### src/rtl/seq_array_mult.sv
// rtl/seq_array_mult.sv - iterative shift-add multiplier, signed/unsigned, valid/ready on both sides
module seq_array_mult #(
    parameter int WIDTH = 6
) (
    input  logic                 clk,
    input  logic                 rst_n,
    input  logic                 in_valid,
    output logic                 in_ready,
    input  logic [WIDTH-1:0]     a,
    input  logic [WIDTH-1:0]     b,
    input  logic                 signed_mode,
    output logic                 out_valid,
    input  logic                 out_ready,
    output logic [2*WIDTH-1:0]   p
);

    localparam int CW = $clog2(WIDTH + 1);

    typedef enum logic [1:0] {IDLE, CALC, DONE} state_t;

    state_t               state_q, state_d;
    logic [WIDTH-1:0]     mcand_q, mcand_d;
    logic [2*WIDTH-1:0]   acc_q, acc_d;
    logic [2*WIDTH-1:0]   p_q, p_d;
    logic [CW-1:0]        cnt_q, cnt_d;
    logic                 neg_q, neg_d;

    logic [WIDTH-1:0]     a_mag, b_mag;
    logic [WIDTH:0]       sum;
    logic [2*WIDTH-1:0]   acc_step;

    // Magnitudes are W-bit unsigned, so the most negative operand maps to 2^(W-1).
    always_comb begin
        a_mag = (signed_mode && a[WIDTH-1]) ? -a : a;
        b_mag = (signed_mode && b[WIDTH-1]) ? -b : b;
    end

    // The multiplier lives in the low half of the accumulator and shifts out LSB first.
    always_comb begin
        sum      = {1'b0, acc_q[2*WIDTH-1:WIDTH]} + (acc_q[0] ? {1'b0, mcand_q} : '0);
        acc_step = {sum, acc_q[WIDTH-1:1]};
    end

    always_comb begin
        state_d = state_q;
        mcand_d = mcand_q;
        acc_d   = acc_q;
        p_d     = p_q;
        cnt_d   = cnt_q;
        neg_d   = neg_q;
        unique case (state_q)
            IDLE: begin
                if (in_valid) begin
                    mcand_d = a_mag;
                    acc_d   = {{WIDTH{1'b0}}, b_mag};
                    neg_d   = signed_mode & (a[WIDTH-1] ^ b[WIDTH-1]);
                    cnt_d   = '0;
                    state_d = CALC;
                end
            end
            CALC: begin
                acc_d = acc_step;
                cnt_d = cnt_q + CW'(1);
                if (cnt_q == CW'(WIDTH - 1)) begin
                    p_d     = neg_q ? -acc_step : acc_step;
                    state_d = DONE;
                end
            end
            DONE: begin
                if (out_ready) begin
                    state_d = IDLE;
                end
            end
            default: state_d = IDLE;
        endcase
    end

    always_ff @(posedge clk or negedge rst_n) begin
        if (!rst_n) begin
            state_q <= IDLE;
            mcand_q <= '0;
            acc_q   <= '0;
            p_q     <= '0;
            cnt_q   <= '0;
            neg_q   <= 1'b0;
        end else begin
            state_q <= state_d;
            mcand_q <= mcand_d;
            acc_q   <= acc_d;
            p_q     <= p_d;
            cnt_q   <= cnt_d;
            neg_q   <= neg_d;
        end
    end

    assign in_ready  = (state_q == IDLE);
    assign out_valid = (state_q == DONE);
    assign p         = p_q;

endmodule

### config.mk
export PLATFORM = sky130hd
export DESIGN_NAME = seq_array_mult
export DESIGN_NICKNAME = d
export VERILOG_FILES = /design/src/rtl/seq_array_mult.sv
export SDC_FILE = /design/constraint.sdc
export NUM_CORES = 1
export LEC_CHECK = 0
export ABC_AREA = 1
export CAP_MARGIN = 20
export CELL_PAD_IN_SITES_DETAIL_PLACEMENT = 1
export CELL_PAD_IN_SITES_GLOBAL_PLACEMENT = 1
export CORE_MARGIN = 4
export CORE_UTILIZATION = 36
export CTS_CLUSTER_SIZE = 28
export DETAILED_ROUTE_END_ITERATION = 10
export PLACE_DENSITY_LB_ADDON = 0.15
export SLEW_MARGIN = 20
export SYNTH_ARGS = -nofsm -noshare
export SYNTH_HDL_FRONTEND = slang
export SYNTH_SLANG_ARGS = --single-unit
### constraint.sdc
create_clock -name clk -period 2.1 [get_ports clk]
set_input_delay 0.42 -clock clk [delete_from_list [all_inputs] [get_ports clk]]
set_output_delay 0.42 -clock clk [all_outputs]
set_load 0.02 [all_outputs]
==> results.py <==
metrics = {
    "status": {
        "status": "finished clean",
    },
    "clock_network": {
        "cts_made_buffers": 5,
        "cts-root-buf": "clkbuf_8",
        "h-tree-depth": 2,
        "cts_sinks": 36,
        "postCtsHoldBufs": 0,
        "path_clk_slew_ns": 0.07,
        "clock_latency_ns": 0.29,
        "cts_tree": "done",
        "clk_path_buf_depth": 2,
    },
    "critical_path": {
        "crit_path_end_kind": "flop",
        "crit_arrival_ns": 2.15,
        "start_kind": "flop",
        "worstSetupPathType": "flop to flop",
        "critPathMaxFanout": 3,
        "worst_ep_required_time_ns": 2.28,
    },
    "die": {
        "dieHeight_um": 85.57,
        "dieArea_um2": 7321,
        "row_count": 27,
        "core_um2": 5675,
        "pin_count": 31,
        "fp.dieW_um": 85.57,
        "start_util_pct": 38.16,
    },
    "grt": {
        "grt_max_degree": 23,
        "overflow": 0,
        "grt_pass1_vias": 2013,
        "gr-usage-all-layers_pct": 16.39,
        "grt_pass1_wl_um": 9556,
        "grt_antenna_before_repair": 0,
    },
    "power": {
        "vdd_drop_max_mv": 0.5745,
        "leakagePower_nw": 1.336,
        "power_density_nw_per_um2": 1510,
    },
    "drt": {
        "via_count": 1900,
        "drtAntennaViolNets": 0,
        "vias_per_cell": 4.910,
        "wl_per_cell_um": 14.32,
        "first_iter_violations": 98,
        "drc": 0,
        "drtPass1Iterations": 4,
        "totalWireLength_um": 5542,
    },
    "timing": {
        "worst_pin_slew_ns": 0.7835,
        "rsz0062_at_grt": "yes",
        "finalSetupViolCount": 0,
        "holdWs_ns": 0.1125,
        "clock_skew_ns": 0.002766,
        "slew-limit-headroom_pct": 47.58,
        "fin_crit_ns": 1.969,
        "final_max_slew_viol_count": 0,
        "finalCritPeriodShare_pct": 93.78,
        "setup_slack_ns": 0.1307,
        "finalHoldViolCount": 0,
        "clock.fmax_mhz": 507.8,
    },
    "yosys": {
        "synth_compound_area_share_pct": 13.34,
        "synth_top_family_by_area": "simple AND/OR/NAND/NOR gates",
        "syn_nets": 304,
        "synth_xor_area_share_pct": 5.604,
        "synth_seq_area_share_pct": 41.59,
        "synthAdderAreaFrac_pct": 7.279,
        "synth_edf_count": 0,
        "avgSynthCellArea_um2": 7.876,
        "yosysUniqueCellTypes": 31,
        "synthMuxAreaShare_pct": 0,
        "async_flop_share_pct": 100.0,
        "syn_area_um2": 2166,
        "netlist_instances": 275,
        "synth-simple-area-share_pct": 24.03,
        "synth-seq-cells": 36,
        "yosysWarnings": 0,
        "synthFlopType": "dfrtp_1",
    },
    "cells_and_area": {
        "layout_commonest_cell": "nand2_1",
        "antenna_cells": 0,
        "syn_to_final_growth_pct": 26.23,
        "drive_above_1_share_pct": 11.43,
        "fin_nets": 343,
        "fillCellCount": 703,
        "final_cell_mix": "nand2_1, dfrtp_1, inv_1",
        "post-route-util_pct": 48.17,
        "finalInstanceArea_um2": 2734,
    },
    "placed_design": {
        "dp_hpwl_um": 4365,
        "place.gp.congestion": 0.7873,
        "dp_worst_setup_slack_ns": -0.06434,
        "dpl_cell_area_um2": 2581,
        "io_buffers": 30,
    },
    "min_path": {
        "hold_path.class": "input port to async pin",
    },
    "flow_run": {
        "drv_cap": 0,
    },
}
## registers in the layout, summed over array words and instances (netlist names)
name and cells:
acc_q 12, cnt_q 3, neg_q 1, state_q 2, p 12, mcand_q 6
## synth_stat cells, types with 2 or more instances
master | count | area share (%)
xnor2_1 | 3 | 1.2
o22ai_1 | 2 | 0.58
inv_1 | 37 | 6.4
inv_2 | 2 | 0.35
nand2_1 | 76 | 13
o21ai_1 | 7 | 1.6
ha_1 | 11 | 6.4
buf_2 | 3 | 0.69
nand3_1 | 21 | 4.9
o221ai_1 | 3 | 1.2
nor2_1 | 11 | 1.9
a21oi_1 | 8 | 1.8
o21ai_0 | 21 | 4.9
a22oi_1 | 3 | 1.0
dfrtp_1 | 36 | 42
xor2_1 | 9 | 3.6
nand2_2 | 2 | 0.58
o31ai_1 | 4 | 1.4
nand3b_1 | 2 | 0.69
clkbuf_1 | 2 | 0.35
and2_1 | 2 | 0.58
## worst max-delay path, cell delays in order, from the launching register on
cell and delay [ns]:
dfrtp_1 0.35, nand2_1 0.07, inv_2 0.07, ha_4 0.13, inv_2 0.03, fa_2 0.54
nand3_2 0.09, nor2_2 0.12, nand3_1 0.07, nor2_1 0.10, nand2_1 0.08, nand2_1 0.06
nand2_1 0.05, nand3_1 0.06, nand2_1 0.05
## routing by layer
metal,GRT usage [%],share of wire (%),vias to the layer above,wire [µm]
met5,0,0,-,0
met4,5.036,1.2,0,69
met3,2.690,2.5,7,136
met2,26.77,48,20,2635
met1,22.26,49,905,2700
li1,-,-,968,-
## repair_timing
item / CTS / global route
pin swaps: 0 / 4
setup endpoints to repair: 2 / 4
setup buffers: 0 / 0
gates resized for setup: 4 / 10
## through the flow
step                total power [W]  std cells  TNS (ns)
floorplan                  0.002680        275         0
global placement           0.003393        379         0
detailed placement         0.003459        379  -0.06753
CTS                        0.004109        387         0
global route               0.004531        387   -0.1609
finish                     0.004129        387         0
## final cells by class
| cell class | count | area (µm²) | share of cell area [%] |
|---|---|---|---|
| flip-flops and latches | 36 | 900.9 | 32.95 |
| repair buffers | 38 | 355.3 | 13.00 |
| well taps | 72 | 90.09 | 3.295 |
| inverters | 39 | 146.4 | 5.355 |
| clock inverters | 2 | 35.03 | 1.281 |
| clock buffers | 6 | 72.57 | 2.654 |
| multi-input cells | 194 | 1134 | 41.46 |
## logic make-up (layout without fill, tap and decap cells)
group                    Yosys count  in the layout
AND/OR/NAND/NOR                  119            119
AO/OA/AOI/OAI                     50             50
buffers and inverters             45             85
flip-flops                        36             36
XOR/XNOR                          13             13
adder cells (fa/ha/maj)           12             12
## where the power goes
part           switching [W]  internal [W]  total, W
Sequential          0.000237       0.00100   0.00124
Clock               0.000251      0.000352  0.000603
Combinational        0.00134      0.000946   0.00229
## worst paths after layout
check                           depth (start not counted)      from   endpoint  slack, ns
worst max-delay path                                   14  acc_q[0]      p[11]       0.13
worst min-delay path                                    1     rst_n  acc_q[11]       0.11
worst max register to register                         14  acc_q[0]      p[11]       0.13
worst min register to register                          2      p[9]       p[9]       0.49
max in group asynchronous                               2     rst_n   acc_q[6]       1.45
min in group clk                                        2      p[9]       p[9]       0.49
(Power assumes the default switching activity.)
